--- config.mk ---
export PLATFORM = sky130hd
export DESIGN_NAME = bet_capture_fsm_flat
export DESIGN_NICKNAME = d
export VERILOG_FILES = /design/src/rtl/bet_capture_if.sv /design/src/rtl/bet_capture_fsm.sv /design/src/flat_wrapper.sv
export SDC_FILE = /design/constraint.sdc
export NUM_CORES = 1
export LEC_CHECK = 0
export ABC_AREA = 1
export CAP_MARGIN = 20
export CORE_ASPECT_RATIO = 0.9
export CORE_MARGIN = 5
export CORE_UTILIZATION = 50
export CTS_BUF_LIST = sky130_fd_sc_hd__clkbuf_16
export CTS_CLUSTER_SIZE = 10
export DETAILED_ROUTE_END_ITERATION = 8
export PLACE_DENSITY = 0.74
export SLEW_MARGIN = 25
export SYNTH_ARGS = -nofsm -noshare
export SYNTH_HDL_FRONTEND = slang
export SYNTH_SLANG_ARGS = --single-unit
--- constraint.sdc ---
create_clock -name clock -period 4.2 [get_ports clock]
set_input_delay 0.84 -clock clock [delete_from_list [all_inputs] [get_ports clock]]
set_output_delay 0.84 -clock clock [all_outputs]
set_load 0.01 [all_outputs]
--- src/rtl/bet_capture_if.sv ---
// Bet capture bus: keypress/colour/spin inputs from the upstream PS/2,
// opcode decoder and Arduino path, and the bet table outputs that feed the
// regfile bet ports and spin_check.
//   master : upstream/regfile side (drives read_data, bet_opcode,
//            arduino_color, spin_done; observes the table outputs)
//   slave  : bet_capture_fsm
interface bet_capture_if #(
    parameter int MAX_BETS = 12
);
    logic                    read_data;
    logic [5:0]              bet_opcode;
    logic [2:0]              arduino_color;
    logic                    spin_done;
    logic [8*MAX_BETS-1:0]   bet_flat;
    logic [3:0]              bet_count;
    logic                    full;
    logic                    spin_check;
    logic                    bet_accept;
    logic                    bet_reject;
    logic [1:0]              state_dbg;

    modport master (
        output read_data, bet_opcode, arduino_color, spin_done,
        input  bet_flat, bet_count, full, spin_check, bet_accept, bet_reject, state_dbg
    );

    modport slave (
        input  read_data, bet_opcode, arduino_color, spin_done,
        output bet_flat, bet_count, full, spin_check, bet_accept, bet_reject, state_dbg
    );
endinterface

--- src/rtl/bet_capture_fsm.sv ---
// Roulette bet capture with a locked bet window.
// Bets are taken from keypress events only while the table is OPEN, frozen
// while the wheel spins, held for HOLD_CYCLES in SETTLE for payout
// evaluation, then cleared.
// Ports:
//   clock, reset     : system clock, asynchronous active-high reset
//   bus (slave)      : read_data/bet_opcode/arduino_color/spin_done in;
//                      bet_flat (slot k at [8k+7:8k] = {color[1:0],opcode}),
//                      bet_count, full, spin_check, bet_accept, bet_reject,
//                      state_dbg out. All outputs come straight from flops.
module bet_capture_fsm #(
    parameter int         MAX_BETS    = 12,
    parameter logic [5:0] SPIN_OP     = 6'b111110,
    parameter logic [5:0] CLEAR_OP    = 6'b111111,
    parameter int         HOLD_CYCLES = 16
) (
    input  logic          clock,
    input  logic          reset,
    bet_capture_if.slave  bus
);

    localparam int HW = (HOLD_CYCLES > 1) ? $clog2(HOLD_CYCLES) : 1;

    localparam logic [1:0] S_OPEN   = 2'd0;
    localparam logic [1:0] S_SPIN   = 2'd1;
    localparam logic [1:0] S_SETTLE = 2'd2;

    logic [1:0]                r_state,  w_state_n;
    logic [MAX_BETS-1:0][7:0]  r_slot,   w_slot_n;
    logic [3:0]                r_count,  w_count_n;
    logic                      r_full,   w_full_n;
    logic [HW-1:0]             r_hold,   w_hold_n;
    logic                      r_accept, w_accept_n;
    logic                      r_reject, w_reject_n;
    logic                      r_read_data_q;

    logic                      w_strobe;
    logic [7:0]                w_byte;
    logic                      w_dup;

    // A held read_data level yields a single event on its rising edge.
    assign w_strobe = bus.read_data & ~r_read_data_q;
    assign w_byte   = {bus.arduino_color[1:0], bus.bet_opcode};

    // Only occupied slots take part in the duplicate check: colour 3'b100
    // maps to byte bits 00, which could otherwise match an empty slot.
    always_comb begin
        w_dup = 1'b0;
        for (int i = 0; i < MAX_BETS; i++) begin
            if (i < int'(r_count) && r_slot[i] == w_byte)
                w_dup = 1'b1;
        end
    end

    always_comb begin
        w_state_n  = r_state;
        w_slot_n   = r_slot;
        w_count_n  = r_count;
        w_hold_n   = r_hold;
        w_accept_n = 1'b0;
        w_reject_n = 1'b0;

        case (r_state)
            S_OPEN: begin
                if (w_strobe) begin
                    if (bus.bet_opcode == CLEAR_OP) begin
                        w_slot_n   = '0;
                        w_count_n  = 4'd0;
                        w_accept_n = 1'b1;
                    end else if (bus.bet_opcode == SPIN_OP) begin
                        if (r_count != 4'd0) begin
                            w_state_n  = S_SPIN;
                            w_accept_n = 1'b1;
                        end else begin
                            w_reject_n = 1'b1;
                        end
                    end else if (bus.arduino_color == 3'b000 || r_full || w_dup) begin
                        w_reject_n = 1'b1;
                    end else begin
                        for (int i = 0; i < MAX_BETS; i++) begin
                            if (i == int'(r_count))
                                w_slot_n[i] = w_byte;
                        end
                        w_count_n  = r_count + 4'd1;
                        w_accept_n = 1'b1;
                    end
                end
            end

            S_SPIN: begin
                // Table is locked: every keypress is refused, even CLEAR/SPIN.
                if (w_strobe)
                    w_reject_n = 1'b1;
                if (bus.spin_done) begin
                    w_state_n = S_SETTLE;
                    w_hold_n  = '0;
                end
            end

            S_SETTLE: begin
                if (w_strobe)
                    w_reject_n = 1'b1;
                if (r_hold == HW'(HOLD_CYCLES - 1)) begin
                    w_slot_n  = '0;
                    w_count_n = 4'd0;
                    w_hold_n  = '0;
                    w_state_n = S_OPEN;
                end else begin
                    w_hold_n  = r_hold + 1'b1;
                end
            end

            default: begin
                w_state_n = S_OPEN;
                w_slot_n  = '0;
                w_count_n = 4'd0;
                w_hold_n  = '0;
            end
        endcase

        w_full_n = (w_count_n == 4'(MAX_BETS));
    end

    always_ff @(posedge clock or posedge reset) begin
        if (reset) begin
            r_state       <= S_OPEN;
            r_slot        <= '0;
            r_count       <= 4'd0;
            r_full        <= 1'b0;
            r_hold        <= '0;
            r_accept      <= 1'b0;
            r_reject      <= 1'b0;
            r_read_data_q <= 1'b0;
        end else begin
            r_state       <= w_state_n;
            r_slot        <= w_slot_n;
            r_count       <= w_count_n;
            r_full        <= w_full_n;
            r_hold        <= w_hold_n;
            r_accept      <= w_accept_n;
            r_reject      <= w_reject_n;
            r_read_data_q <= bus.read_data;
        end
    end

    assign bus.bet_flat   = r_slot;
    assign bus.bet_count  = r_count;
    assign bus.full       = r_full;
    assign bus.spin_check = (r_state == S_SPIN);
    assign bus.bet_accept = r_accept;
    assign bus.bet_reject = r_reject;
    assign bus.state_dbg  = r_state;

endmodule

--- src/flat_wrapper.sv ---
// flat-port wrapper written by rule: the top's interface ports become plain ports
module bet_capture_fsm_flat 
#(
    parameter int         MAX_BETS    = 12,
    parameter logic [5:0] SPIN_OP     = 6'b111110,
    parameter logic [5:0] CLEAR_OP    = 6'b111111,
    parameter int         HOLD_CYCLES = 16
)
  (clock, reset, bus_read_data, bus_bet_opcode, bus_arduino_color, bus_spin_done, bus_bet_flat, bus_bet_count, bus_full, bus_spin_check, bus_bet_accept, bus_bet_reject, bus_state_dbg);
  bet_capture_if #(.MAX_BETS(MAX_BETS)) bus_i ();
  input  logic clock;
  input  logic reset;
  input wire logic [$bits(bus_i.read_data)-1:0] bus_read_data;
  input wire logic [$bits(bus_i.bet_opcode)-1:0] bus_bet_opcode;
  input wire logic [$bits(bus_i.arduino_color)-1:0] bus_arduino_color;
  input wire logic [$bits(bus_i.spin_done)-1:0] bus_spin_done;
  output wire logic [$bits(bus_i.bet_flat)-1:0] bus_bet_flat;
  output wire logic [$bits(bus_i.bet_count)-1:0] bus_bet_count;
  output wire logic [$bits(bus_i.full)-1:0] bus_full;
  output wire logic [$bits(bus_i.spin_check)-1:0] bus_spin_check;
  output wire logic [$bits(bus_i.bet_accept)-1:0] bus_bet_accept;
  output wire logic [$bits(bus_i.bet_reject)-1:0] bus_bet_reject;
  output wire logic [$bits(bus_i.state_dbg)-1:0] bus_state_dbg;
  assign bus_i.read_data = bus_read_data;
  assign bus_i.bet_opcode = bus_bet_opcode;
  assign bus_i.arduino_color = bus_arduino_color;
  assign bus_i.spin_done = bus_spin_done;
  assign bus_bet_flat = bus_i.bet_flat;
  assign bus_bet_count = bus_i.bet_count;
  assign bus_full = bus_i.full;
  assign bus_spin_check = bus_i.spin_check;
  assign bus_bet_accept = bus_i.bet_accept;
  assign bus_bet_reject = bus_i.bet_reject;
  assign bus_state_dbg = bus_i.state_dbg;
  bet_capture_fsm #(.MAX_BETS(MAX_BETS), .SPIN_OP(SPIN_OP), .CLEAR_OP(CLEAR_OP), .HOLD_CYCLES(HOLD_CYCLES)) u_core (.clock(clock), .reset(reset), .bus(bus_i));
endmodule
==> impl_metrics.env, run 1 <==
export IMPL_yosys_area_top_type_share_pct=44.14
export IMPL_syn_inst=807
export IMPL_drt_wl_total_um=19060
export IMPL_drtPass1Iterations=5
export IMPL_io_buffer_count=118
export IMPL_end_kind="flip-flop"
export IMPL_route_detailed_drc=0
export IMPL_die_height_um=115.9
export IMPL_areaGrowthSynthToFinish_pct=25.38
export IMPL_cts_tree="yes"
export IMPL_final_antenna_net_count=0
export IMPL_fin_crit_sh_pct=85.52
export IMPL_utilization_pct=64.49
export IMPL_fin_skew_ns=0.01193
export IMPL_finalWeightedCongestion=0.9561
export IMPL_syn_nets=830
export IMPL_die_area_um2=14810
export IMPL_numCtsBuffers=9
export IMPL_post_cts_resized=0
export IMPL_grt_ovfl_total=0
export IMPL_hpwlAfterDp_um=13510
export IMPL_synth_avg_cell_area_um2=7.727
export IMPL_worstPathArrival_ns=3.79
export IMPL_path_buf_inv=2
export IMPL_io_pins=119
export IMPL_vdd_drop_max_mv=0.4721
export IMPL_yosys_register_bits=110
export IMPL_tightest_slew_ns=0.9765
export IMPL_grt_pass1_wl_um=30180
export IMPL_yosys_top_cells_area="dfrtp_1 (44%), nand2_1 (17%), xnor2_1 (6.2%), o21ai_1 (5.1%), inv_1 (3.9%)"
export IMPL_critPathMaxFanout=16
export IMPL_start_util_pct=51.43
export IMPL_crit_type="input pin to flip-flop"
export IMPL_yosys_warnings=0
export IMPL_finalNetCount=946
export IMPL_routedWlPerCell_um=17.52
export IMPL_grt_usage_pct=26.46
export IMPL_cts_sinks=110
export IMPL_power_leakage_uw=0.003581
export IMPL_first_iter_violations=555
export IMPL_via_per_inst=5.251
export IMPL_rows=38
export IMPL_fp_dieW_um=127.7
export IMPL_tns_ns=0
export IMPL_path_cells="clkdlybuf4s50_1, buf_4, xor2_1, nor2_1, nand2_1, nor2_1, nor2_2, nand2_1, nor2_2, nand3_2, a21oi_4, o21ai_1, nand2_1, o21ai_0"
export IMPL_rsz0062_at_grt="no"
export IMPL_antenna_found_initial=0
export IMPL_powerDensity_nw_per_um2=797.3
export IMPL_grt_max_degree=58
export IMPL_maxClockFrequency_mhz=278.4
export IMPL_num_vias=5713
export IMPL_cp_top_family="buffers and inverters"
export IMPL_cpPeakStageDelay_ns=0.75
export IMPL_clock_latency_ns=0.36
export IMPL_fin_crit_ns=3.592
export IMPL_slew_viol_final=0
export IMPL_cpMostUsedCell="nand2_1"
export IMPL_synth_largest_area_cell="dfrtp_1"
export IMPL_post_cts_buffers=0
export IMPL_synth_area_um2=6236
export IMPL_htreeDepth=3
export IMPL_max_slew_margin_pct=34.46
export IMPL_grt_pass1_vias=5455
export IMPL_clk_path_buf_depth=2
export IMPL_clkTransAtPathRegs_ns=0.07
export IMPL_cts_root_buf="clkbuf_16"
export IMPL_hold_violations=0
export IMPL_cpMaxStageDelayCell="clkdlybuf4s50_1"
export IMPL_outcome="completed"
export IMPL_hold_buffers=0
export IMPL_max_cap_viol_count=0
export IMPL_core_area_um2=12120
export IMPL_diodes=0
export IMPL_hold_path_class="flip-flop to flip-flop"
export IMPL_drive_above_1_share_pct=6.681
export IMPL_required_ns=4.40
export IMPL_start_kind="input pin"
export IMPL_seq_area_frac_synth_pct=44.14
export IMPL_synth_cell_type_count=29
export IMPL_setup_viol=0
## flip-flops by register name, indices dropped and copies added, names as in the netlist
signal                 count
u_core.bus.state_dbg       2
u_core.r_hold              4
u_core.bus.bet_count       4
u_core.bus.bet_accept      1
u_core.bus.full            1
u_core.r_read_data_q       1
u_core.bus.bet_reject      1
u_core.bus.bet_flat       96
## kinds of logic (layout without fill, tap and decap cells)
family / count (synthesis) / after routing / share of synthesized area [%]
compound gates: 125 / 125 / 10.93
simple gates: 404 / 404 / 26.71
xor+xnor: 54 / 54 / 7.584
buf+inv: 104 / 225 / 8.628
fa+ha+maj: 10 / 10 / 2.006
flops: 110 / 110 / 44.14
## stage by stage
stage	total power [uW]	setup WS [ns]	hold slack, ns	std cells	area, um^2
after floorplan	3978	0.4577	0.4753	807	6236
after detailed placement	5322	0.2936	0.5153	1072	7515
after global routing	6687	0.4273	0.5592	1088	7819
after CTS	6240	0.6792	0.5289	1088	7819
after global placement	5268	0.3961	0.5018	1072	7515
final	6234	0.6081	0.5208	1088	7819
## tightest hold or removal path, stage by stage, from the launching register on
cell	delay [ns]
dfrtp_1	0.37
nand2_1	0.06
o21ai_0	0.06
## final cells by class
type,instances,area [um^2]
Fill cell,1060,4305
Clock buffer,9,225.2
Sequential cell,110,2753
Tap cell,160,200.2
Clock inverter,7,78.83
Timing Repair Buffer,139,1351
Multi-Input combinational cell,593,2945
Inverter,70,265.3
## Yosys cell counts, drive strengths merged
library cell	count
a21oi	10
buf	26
clkbuf	8
dfrtp	110
ha	10
inv	70
nand2	289
nand3	29
nand4	6
nor2	64
nor3	10
nor4	2
o21ai	115
or2	4
xnor2	44
xor2	10
## power breakdown
part           internal, uW  switching, uW  total [uW]  leakage [uW]
clock                   473            418         891      0.000155
sequential             1530            544        2080       0.00147
combinational          1480           1780        3270       0.00196
## worst paths after layout
path / from / end / slack (ns) / cells past startpoint
min in group asynchronous: reset / u_core.bus.bet_flat[74] / 0.94 / 2
min: u_core.bus.bet_flat[45] / u_core.bus.bet_flat[45] / 0.52 / 2
min reg2reg: u_core.bus.bet_flat[45] / u_core.bus.bet_flat[45] / 0.52 / 2
max reg2reg: u_core.bus.bet_count[1] / u_core.bus.bet_flat[95] / 1.09 / 15
max in group asynchronous: reset / u_core.bus.bet_flat[64] / 2.50 / 3
max: bus_bet_opcode[0] / u_core.bus.bet_flat[95] / 0.61 / 14
## routing by layer
| metal | part of all wire, % | vias up | routed length, um | track usage, % |
|---|---|---|---|---|
| met5 | 0 | - | 0 | 0 |
| met4 | 2.6 | 0 | 491 | 9.547 |
| met3 | 9.1 | 33 | 1730 | 4.977 |
| met2 | 44 | 252 | 8381 | 39.95 |
| met1 | 44 | 2668 | 8455 | 38.23 |
| li1 | - | 2760 | - | - |
## cell usage in the layout (no fill, tap or decap), types with 20 or more instances in the layout
cell	n
inv_1	65
clkdlybuf4s50_1	118
o21ai_0	48
dfrtp_1	110
o21ai_1	63
nor2_1	59
xnor2_1	44
buf_4	20
nand2_1	282
nand3_1	28
Power figures use the tool's default switching activity.
==> run 2, diff against run 1 <==
--- a/config.mk
+++ b/config.mk
@@ -18,3 +18,4 @@
 export SYNTH_ARGS = -nofsm -noshare
 export SYNTH_HDL_FRONTEND = slang
 export SYNTH_SLANG_ARGS = --single-unit
+export TNS_END_PERCENT = 5
==> results of run 2 <==
Same layout as run 1: the final DEF is identical, and so are final timing and power.
